File: src/rtl/bin2gray_stream.sv
// Streaming binary-to-Gray encoder with a 2-entry skid buffer, adjacency flag and
// emitted-word counter. Encoding happens at accept time, so buffered words carry their flag.
module bin2gray_stream #(
  parameter int W  = 4,
  parameter int CW = 8
) (
  input  logic          clk,
  input  logic          rst_n,
  input  logic          clear,
  input  logic          in_valid,
  output logic          in_ready,
  input  logic [W-1:0]  in_bin,
  output logic          out_valid,
  input  logic          out_ready,
  output logic [W-1:0]  out_gray,
  output logic          out_adj,
  output logic [CW-1:0] word_cnt
);

  typedef enum logic [1:0] {EMPTY = 2'd0, ONE = 2'd1, TWO = 2'd2} state_t;

  state_t         state, state_d;
  logic [W-1:0]   skid_gray;
  logic           skid_adj;
  logic [W-1:0]   prev_gray;
  logic           first;
  logic           accept, emit;
  logic           load_out, load_skid, out_from_skid;
  logic [W-1:0]   enc_gray;
  logic [W-1:0]   diff;
  logic           enc_adj;

  assign in_ready  = (state != TWO) && !clear;
  assign out_valid = (state != EMPTY);
  assign accept    = in_valid && in_ready;
  assign emit      = out_valid && out_ready;

  // Exactly one differing bit: nonzero and a power of two.
  assign enc_gray = in_bin ^ (in_bin >> 1);
  assign diff     = enc_gray ^ prev_gray;
  assign enc_adj  = !first && (diff != '0) && ((diff & (diff - W'(1))) == '0);

  always_comb begin
    state_d       = state;
    load_out      = 1'b0;
    load_skid     = 1'b0;
    out_from_skid = 1'b0;
    case (state)
      EMPTY: begin
        if (accept) begin
          load_out = 1'b1;
          state_d  = ONE;
        end
      end
      ONE: begin
        if (accept && !emit) begin
          load_skid = 1'b1;
          state_d   = TWO;
        end else if (emit && !accept) begin
          state_d = EMPTY;
        end else if (accept && emit) begin
          load_out = 1'b1;
        end
      end
      TWO: begin
        if (emit) begin
          out_from_skid = 1'b1;
          state_d       = ONE;
        end
      end
      default: state_d = EMPTY;
    endcase
  end

  always_ff @(posedge clk or negedge rst_n) begin
    if (!rst_n) begin
      state     <= EMPTY;
      out_gray  <= '0;
      out_adj   <= 1'b0;
      skid_gray <= '0;
      skid_adj  <= 1'b0;
      prev_gray <= '0;
      first     <= 1'b1;
      word_cnt  <= '0;
    end else if (clear) begin
      // Clear wins over any handshake in the same cycle; that emit is not counted.
      state    <= EMPTY;
      first    <= 1'b1;
      word_cnt <= '0;
    end else begin
      state <= state_d;
      if (emit) word_cnt <= word_cnt + CW'(1);
      if (accept) begin
        prev_gray <= enc_gray;
        first     <= 1'b0;
      end
      if (load_out) begin
        out_gray <= enc_gray;
        out_adj  <= enc_adj;
      end else if (out_from_skid) begin
        out_gray <= skid_gray;
        out_adj  <= skid_adj;
      end
      if (load_skid) begin
        skid_gray <= enc_gray;
        skid_adj  <= enc_adj;
      end
    end
  end

endmodule

File: config.mk
export PLATFORM = sky130hd
export DESIGN_NAME = bin2gray_stream
export DESIGN_NICKNAME = d
export VERILOG_FILES = /design/src/rtl/bin2gray_stream.sv
export SDC_FILE = /design/constraint.sdc
export NUM_CORES = 1
export LEC_CHECK = 0
export BUFFER_PORTS_ARGS = -buffer_cell sky130_fd_sc_hd__buf_2
export CAP_MARGIN = 30
export CORE_UTILIZATION = 54
export CTS_CLUSTER_SIZE = 30
export DETAILED_ROUTE_END_ITERATION = 8
export PLACE_DENSITY = 0.86
export SETUP_SLACK_MARGIN = 0.15
export SLEW_MARGIN = 20
export SYNTH_ARGS = -nofsm -noshare
export SYNTH_HDL_FRONTEND = slang
export SYNTH_SLANG_ARGS = --single-unit
File: constraint.sdc
create_clock -name clk -period 2.7 [get_ports clk]
set_input_delay 0.405 -clock clk [delete_from_list [all_inputs] [get_ports clk]]
set_output_delay 0.405 -clock clk [all_outputs]
set_load 0.05 [all_outputs]
==> results.md <==
- Status: finished clean
- WP data required: 2.89 ns
- Core area: 2276 sq um
- Worst reg2reg startpoint: state[1]
- Die Ht: 52.03 um
- WP data arrival: 2.57 ns
- # IOs: 24
- Routability cong.: 0.7651
- Max incr delay on CP: 0.50 ns
- Yosys cell types: 39
- Tot GR Track Use: 0.2219
- Post-synth EDFFs: 0
- First-pass GRT wire length: 4.374 mm
- CP Cell Sequence: nor2b_1 -> nor2_2 -> and2_1 -> ha_1 -> nand2_1 -> a21oi_1 -> o21bai_2 -> mux2i_1 -> o41ai_1
- Seq/Total Area, Yosys: 0.4639
- Slew margin rel.: 0.6399
- Grt ovf: 0
- Maxcap violations: 0
- Cts-stage hold buffer count: 0
- Synthesis Warnings: 0
- Syn Inst Count: 136
- Syn Area/Cell: approximately 10 sq um
- Routed vias: ~1100
- Yosys top cell by area: dfrtp_1
- Crit Path Class: flip-flop to flip-flop
- WP buf/inv: 0
- Peak VDD IR: around 370 uV
- Syn_nets: 148
- Final hold vios: 0
- CP endpoint kind: flip-flop
- DRT iter0 DRCs: 29
- Most instantiated cells after synthesis: nor2_1, dfrtp_1, a21oi_1
- Hold crit path type: input port to asynchronous set/reset pin
- Area Growth Syn to Fin: 12.32%
- IO buf count: 23
- Post-Layout Inst Area: approximately 1500 sq um
- Die W: roughly 52 um
- #FFs+latches synth: 25
- Slew Limit Fails: 0
- Initial antenna violation count: 0
- Starting Density: 0.5937
- Full die area: 2707 sq um
- Leak: 0.7369 nW
- Startpoint class of the critical path: flip-flop
- CTS Buffer Depth: 2
- Post-CTS Setup Bufs: 0
- DP Area: 1491 sq um
- Cts bufs inserted: 3
- Unrepaired setup endpoints after global routing: no
- Most common cell in the netlist: nor2_1
- Total Nets Final: 173
- Leading cell types by total area after synthesis: dfrtp_1, nor2_1, xnor2_1
- F_max: about 420 MHz
- Skew-Pair Late Insertion Delay: 0.31 ns
- Cell Pwr Density: approximately 600 nW/um^2
- Drt pass-1 iters: 4
- Crit path time final: 2.374 ns
- CTS sink cnt: 25
- Worst setup path start: state[1]
- Worst-margin pin slew: 0.5401 ns
- Crit path max-delay family: simple AND/OR/NAND/NOR gates
- Detailed-placement wirelength estimate: 1.884 mm
- Htree depth: 1
- Clock Tree Root: clkbuf_4
- DRC Markers: 0
- Mapped Area: 1351 sq um
- Worst Skew: roughly 0.0033 ns
- Vias in the first global route: approximately 990
- Share of flip-flops with an asynchronous set or reset: 1.000
- TNS Setup: 0 ns
- Ys flop type: dfrtp_1
- Pin count of the biggest net entering global routing: 26
- WL final: roughly 2.6 mm
- Top cell type's share of synthesized area: 0.4444
- Ant. Diodes: 0
- CP max FO: 10
- Crit-path slowest cell: dfrtp_1
- Gates resized, CTS repair: 0
- Fin Hold WS: around 0.057 ns
- Row cnt: 17
- Vias per cell: roughly 5.7
- Final Setup Violations: 0
- Fin crit share: 0.8792
- Reg clk slew, reported paths: around 0.13 ns
- CTS tree: built
- WL per Instance: around 14 um
- Post-DRT Antenna Nets: 0
- Share of post-route cells with drive strength above 1: 0.2438
==> layer usage <==
metal | wire (um) | global-route usage
met5 | 0 | 0
met1 | 1250 | 0.3289
met4 | 22 | 0.07207
met3 | 111 | 0.02632
met2 | 1193 | 0.3355
==> area by class of cell <==
class / instances / area (sq um)
Fill cell: 174 / 758.2
Multi-Input combinational cell: 103 / 688.2
Sequential cell: 25 / 626.9
Timing Repair Buffer: 25 / 130.1
Tap cell: 28 / 35.03
Clock buffer: 4 / 26.28
Inverter: 3 / 11.26
==> logic make-up (layout without fill, tap and decap cells) <==
| group | Yosys count | after routing | share of synthesized area |
|---|---|---|---|
| and+or+nand+nor | 55 | 55 | 0.1991 |
| AOI/OAI and AO/OA | 27 | 27 | 0.1472 |
| DFF | 25 | 25 | 0.4639 |
| xor gates and xnor gates | 13 | 13 | 0.09444 |
| buffers and inverters | 8 | 32 | 0.02870 |
| muxes | 5 | 5 | 0.03889 |
| adders and majority gates | 3 | 3 | 0.02778 |
==> path summary, 6_finish.rpt <==
check | to | slack (ns) | cells after the start
worst max-delay path | out_adj | 0.33 | 9
worst min-delay path | out_gray[0] | 0.06 | 1
worst max register to register | out_adj | 0.33 | 9
worst min register to register | out_gray[2] | 0.49 | 1
max in group asynchronous | first | 2.27 | 1
min in group clk | state[1] | 0.41 | 4
==> worst reg2reg max path: stages, from the launching register on <==
cell	delay (ns)
dfrtp_1	0.50
nor2b_1	0.28
nor2_2	0.06
and2_1	0.27
ha_1	0.24
nand2_1	0.12
a21oi_1	0.09
o21bai_2	0.36
mux2i_1	0.25
o41ai_1	0.09
==> per-stage QoR <==
| step | total power (W) | utilization | cells | setup WS [ns] |
|---|---|---|---|---|
| 6_report | 0.0009339 | 0.6669 | 188 | 0.3261 |
| 3_5_place_dp | 0.0007817 | 0.6553 | 184 | 0.3271 |
| 3_3_place_gp | 0.0007700 | 0.6553 | 184 | 0.5139 |
| 2_1_floorplan | 0.0007080 | - | 136 | 0.2256 |
| 5_1_grt | 0.0009899 | 0.6669 | 188 | 0.1615 |
| 4_1_cts | 0.0009402 | 0.6669 | 188 | 0.3271 |
==> flip-flops by register name, summed over array words and instances, names as in the netlist <==
signal and flops:
out_gray 4, skid_gray 4, first 1, prev_gray 4
out_adj 1, state 2, skid_adj 1, word_cnt 8
==> placed cells by master (no fill, tap or decap), types with 3 or more instances in the layout <==
master / count
nor2b_1: 3
mux2i_1: 3
a211oi_1: 4
ha_1: 3
nand3_1: 3
dfrtp_1: 24
clkbuf_4: 3
nand4_1: 3
buf_2: 23
nor2_1: 25
xnor2_1: 6
a21o_1: 3
nand2_1: 8
xor2_1: 6
a21oi_1: 10
==> power by group <==
| part | switching [W] | internal [W] | total (W) | leakage, nW |
|---|---|---|---|---|
| Sequential | 0.0000447 | 0.000432 | 0.000477 | 0.318 |
| Combinational | 0.000193 | 0.000105 | 0.000297 | 0.404 |
| Clock | 0.000102 | 0.0000576 | 0.000160 | 0.0150 |
| Total | 0.000339 | 0.000595 | 0.000934 | 0.737 |
Power figures use the tool's default switching activity.
